--- src/rtl/key_scan_arbiter.sv ---
// Scans raw key inputs through one shared debounce timer, keeps the debounced
// key vector and picks the sounding note with last-pressed priority.
module key_scan_arbiter #(
    parameter int NUM_KEYS  = 8,
    parameter int DB_CYCLES = 250000,
    parameter int NOTE_W    = 3
) (
    input  logic                clk,
    input  logic                rst,
    input  logic [NUM_KEYS-1:0] keys_raw,
    output logic [NUM_KEYS-1:0] keys_stable,
    output logic [NOTE_W-1:0]   note_sel,
    output logic                note_valid,
    output logic                note_start
);
    localparam int                CNT_W    = $clog2(DB_CYCLES);
    localparam logic [CNT_W-1:0]  CNT_LOAD = CNT_W'(DB_CYCLES - 1);
    localparam logic [NOTE_W-1:0] IDX_LAST = NOTE_W'(NUM_KEYS - 1);

    typedef enum logic [1:0] {
        ST_SCAN   = 2'd0,
        ST_COUNT  = 2'd1,
        ST_COMMIT = 2'd2
    } state_t;

    logic [NUM_KEYS-1:0] sync1_r;
    logic [NUM_KEYS-1:0] sync_r;
    state_t              state_r;
    logic [NOTE_W-1:0]   idx_r;
    logic [CNT_W-1:0]    cnt_r;

    logic                key_diff_s;
    logic [NOTE_W-1:0]   idx_next_s;
    logic [NUM_KEYS-1:0] next_stable_s;
    logic [NOTE_W-1:0]   lowest_held_s;

    // Two-flop synchronizer for the asynchronous key levels
    always_ff @(posedge clk or posedge rst) begin
        if (rst) begin
            sync1_r <= '0;
            sync_r  <= '0;
        end else begin
            sync1_r <= keys_raw;
            sync_r  <= sync1_r;
        end
    end

    // Scan bookkeeping: current-key difference, wrapped next index and the
    // key vector as it would look after committing the current key
    always_comb begin
        key_diff_s    = (sync_r[idx_r] != keys_stable[idx_r]);
        if (idx_r == IDX_LAST) begin
            idx_next_s = '0;
        end else begin
            idx_next_s = idx_r + NOTE_W'(1);
        end
        next_stable_s        = keys_stable;
        next_stable_s[idx_r] = sync_r[idx_r];
    end

    // Legato fallback target: lowest-index key still held after the commit
    always_comb begin
        lowest_held_s = '0;
        for (int k = NUM_KEYS - 1; k >= 0; k--) begin
            if (next_stable_s[k]) begin
                lowest_held_s = NOTE_W'(k);
            end else begin
                lowest_held_s = lowest_held_s;
            end
        end
    end

    // Scan/debounce FSM with registered arbiter outputs
    always_ff @(posedge clk or posedge rst) begin
        if (rst) begin
            state_r     <= ST_SCAN;
            idx_r       <= '0;
            cnt_r       <= '0;
            keys_stable <= '0;
            note_sel    <= '0;
            note_valid  <= 1'b0;
            note_start  <= 1'b0;
        end else begin
            note_start <= 1'b0;
            case (state_r)
                ST_SCAN: begin
                    if (key_diff_s) begin
                        state_r <= ST_COUNT;
                        cnt_r   <= CNT_LOAD;
                    end else begin
                        idx_r <= idx_next_s;
                    end
                end
                ST_COUNT: begin
                    if (!key_diff_s) begin
                        state_r <= ST_SCAN;
                        idx_r   <= idx_next_s;
                    end else if (cnt_r == '0) begin
                        state_r <= ST_COMMIT;
                    end else begin
                        cnt_r <= cnt_r - CNT_W'(1);
                    end
                end
                ST_COMMIT: begin
                    // A level that reverted in the last cycle commits nothing
                    if (key_diff_s) begin
                        keys_stable <= next_stable_s;
                        note_valid  <= |next_stable_s;
                        if (sync_r[idx_r]) begin
                            note_sel   <= idx_r;
                            note_start <= 1'b1;
                        end else if ((idx_r == note_sel) && (|next_stable_s)) begin
                            note_sel <= lowest_held_s;
                        end else begin
                            note_sel <= note_sel;
                        end
                    end else begin
                        keys_stable <= keys_stable;
                    end
                    idx_r   <= idx_next_s;
                    state_r <= ST_SCAN;
                end
                default: begin
                    state_r <= ST_SCAN;
                end
            endcase
        end
    end
endmodule
--- config.mk ---
export PLATFORM = sky130hd
export DESIGN_NAME = key_scan_arbiter
export DESIGN_NICKNAME = d
export VERILOG_FILES = /design/src/rtl/key_scan_arbiter.sv
export SDC_FILE = /design/constraint.sdc
export NUM_CORES = 1
export LEC_CHECK = 0
export BUFFER_PORTS_ARGS = -buffer_cell sky130_fd_sc_hd__buf_2
export CORE_AREA = 2 2 66 74
export CTS_BUF_LIST = sky130_fd_sc_hd__clkbuf_8 sky130_fd_sc_hd__clkbuf_16
export DETAILED_ROUTE_END_ITERATION = 7
export DIE_AREA = 0 0 68 76
export HOLD_SLACK_MARGIN = 0.05
export MAX_ROUTING_LAYER = met4
export PLACE_DENSITY = 0.87
export RECOVER_POWER = 25
export SETUP_SLACK_MARGIN = 0.5
export SYNTH_ARGS = -nofsm -noshare
export SYNTH_HDL_FRONTEND = slang
export SYNTH_SLANG_ARGS = --single-unit
--- constraint.sdc ---
create_clock -name clk -period 7.98 [get_ports clk]
set_clock_uncertainty 0.05 [all_clocks]
set_input_delay 1.596 -clock clk [delete_from_list [all_inputs] [get_ports clk]]
set_output_delay 1.596 -clock clk [all_outputs]
set_load 0.02 [all_outputs]
==> metrics.md <==
| Metric | Value |
|---|---|
| Final setup vio count | 0 |
| Reg2reg end | note_sel[1] |
| Post-synth top area cell | dfrtp_1 |
| VDD IR-drop max | 0.221 mV |
| Post-synth net total | 263 |
| Fill count | 359 |
| FF-to-FF path depth | 8 |
| DRC | 0 |
| Synth Flop Type | dfrtp_1 |
| Sum Neg Setup Slack | 0 ps |
| Sw Pwr | 282 µW |
| Slew @ Worst Pin | 1880 ps |
| Chip width | 68 µm |
| Max-slew headroom | -0.255 |
| Port Buffer Count | 22 |
| #FFs+latches synth | 52 |
| Total wire length | 4920 µm |
| Crit end category | register |
| Switching share of power | 0.367 |
| Post-synth top area share | 0.508 |
| Num CTS Buffers | 5 |
| Final worst slack | 4000 ps |
| Initial Utilization | 0.571 |
| Power Internal | 488 µW |
| Die Height | 76 µm |
| Count leader, synth | dfrtp_1 |
| Comb power frac | 0.306 |
| Post-CTS Setup Inserts | 0 |
| Vias | 1873 |
| Root Buffer | clkbuf_8 |
| Area grow syn2layout | 9.86% |
| WHS Path Cells | 0 |
| Top cells by count, synth | dfrtp_1 (52), nor2_1 (30), nand2_1 (24) |
| Slew Viols, Final | 53 |
| Number of distinct library cells after synthesis | 45 |
| Pre-CTS setup slack | 4120 ps |
| Clk pin slew, worst setup/hold paths | 90 ps |
| RD Place Congestion | 0.910 |
| Non-Filler Instances | 324 |
| Util after Layout | 0.627 |
| CTS tree | yes |
| Max clock buf depth | 2 |
| Ranking of synthesized cells by area | dfrtp_1 (51%), mux2i_1 (4.7%), nor2_1 (4.4%) |
| Net count reported at finish | 282 |
| Proportion of layout cells with a drive suffix above 1 | 0.153 |
| CTS Hold Bufs | 0 |
| Critical path arrival | 4130 ps |
| Max_cap viols | 1 |
| Clk sinks | 52 |
| H-tree depth | 2 |
| Post-DR wirelength/cell | 15.2 µm |
| Dpl cells | 316 |
| Cell Pwr Density | 273 nW/µm² |
| Achievable frequency | 251 MHz |
| Mapped Cells | 248 |
| Antenna fix cells | 0 |
| GR Util All Layers | 0.228 |
| Initial DRC Count | 80 |
| Hold path start | sync1_r[6] |
| Hold Crit Class | register to register |
| FP Rows | 26 |
| Cell Area, Synth | 2560 µm² |
| Ys Warns | 0 |
| Post-DRT Antenna Nets | 0 |
| Grt total ovfl | 0 |
| Post-DP HPWL | 3330 µm |
| RSZ-0062 raised after global routing | false |
| Ports | 23 |
| Sequential Area | 1300 µm² |
| Flop2flop setup slack | 4000 ps |
| Vias in the first global route | 1904 |
| Critical path required time | 8130 ps |
| Post-synth EDFFs | 0 |
| Reg2reg start | idx_r[0] |
| Mapped Avg Cell Area | 10.3 µm² |
| 1st-pass router iterations | 4 |
| Core Footprint | 4490 µm² |
| Setup crit start kind | register |
| Post-synth ARST share | 1.00 |
| Post-CTS sizing | 0 |
| Initial antenna violation count | 0 |
| First-pass GRT wire length | 8760 µm |
| Max FO, Critical Path | 27 |
| Pleak | 1.28 nW |
| Vias/cell | 5.78 |
| Kind of critical path | register to register |
| Min Tclk post-route | 3980 ps |
| Crit share post-route | 0.499 |
| Hold Path End | sync_r[6] |
| Run status | finished, violations left |
| Worst hold slack | 305 ps |
| Reg power frac | 0.456 |
| Worst setup startpoint | idx_r[0] |
| Die area | 5170 µm² |
| Multi-input logic area | 1190 µm² |
| Clk_lat worst skew | 310 ps |
| Register area share after synthesis | 0.508 |
| Failing checks | max-capacitance violations, max-slew violations |
| Clk pwr share | 0.238 |
| Final Hold Vio Count | 0 |
| Largest net degree at the start of global routing | 53 |
-- per-stage QoR --
stage	cell area, µm²	power [mW]
2_1_floorplan	2560	0.538
6_report	2820	0.770
5_1_grt	2820	0.816
4_1_cts	2820	0.772
3_5_place_dp	2700	0.589
3_3_place_gp	2700	0.571
-- cell usage in the layout, fill, tap and decap left out, types with 7 or more instances in the layout --
master and n:
a21oi_1 11, buf_2 22, dfrtp_1 52, inv_1 8, mux2_2 7, mux2i_1 12
nand2_1 24, nor2_1 30, nor3_1 11, xnor2_1 10, xor2_1 7
-- metal layers --
layer,vias up,global-route usage,share of wire
met5,-,-,0
met4,0,0.0880,0.023
met3,10,0.0561,0.052
met2,59,0.326,0.47
met1,906,0.315,0.45
li1,898,-,-
-- power by group through the flow --
stage	combinational, mW	sequential [mW]	clock, mW
floorplan	0.234	0.304	0
global route	0.262	0.357	0.196
detailed placement	0.234	0.355	0
global placement	0.220	0.350	0
CTS	0.236	0.350	0.187
finish	0.236	0.351	0.183
-- cell type report --
class,count,area share
Clock buffer,5,0.0244
Clock inverter,3,0.0164
Inverter,8,0.0107
Multi-Input combinational cell,178,0.422
Sequential cell,52,0.462
Tap cell,56,0.0249
Timing Repair Buffer,22,0.0391
-- worst max path at each step --
stage	to	cells after the start
CTS	note_sel[1]	8
finish	note_sel[1]	8
global route	note_sel[1]	8
global placement	note_sel[2]	8
floorplan	cnt_r[17]	13
detailed placement	note_sel[1]	8
-- logic make-up (layout without fill, tap and decap cells) --
| group | Yosys count | in the layout | share of synthesized area |
|---|---|---|---|
| AOI/OAI and AO/OA | 33 | 33 | 0.0791 |
| xor gates and xnor gates | 17 | 17 | 0.0581 |
| adders and majority gates | 5 | 5 | 0.0244 |
| buffers and inverters | 18 | 38 | 0.0283 |
| DFF | 52 | 52 | 0.508 |
| muxes | 24 | 24 | 0.104 |
| and+or+nand+nor | 99 | 99 | 0.199 |
-- worst max-delay path, cell delays in order (launching register included) --
cell and delay [ps]:
dfrtp_1 900, mux2i_1 220, mux4_2 490, o21ai_1 300, ha_1 400, nor2_1 700
nand4_1 160, o21ai_1 290, mux2_1 350
-- flip-flops by register name, indices dropped and copies added, names as in the netlist --
name,count
cnt_r,18
idx_r,3
keys_stable,8
note_sel,3
note_start,1
note_valid,1
state_r,2
sync1_r,8
sync_r,8
Note: power is estimated with default switching activity, not from simulation.
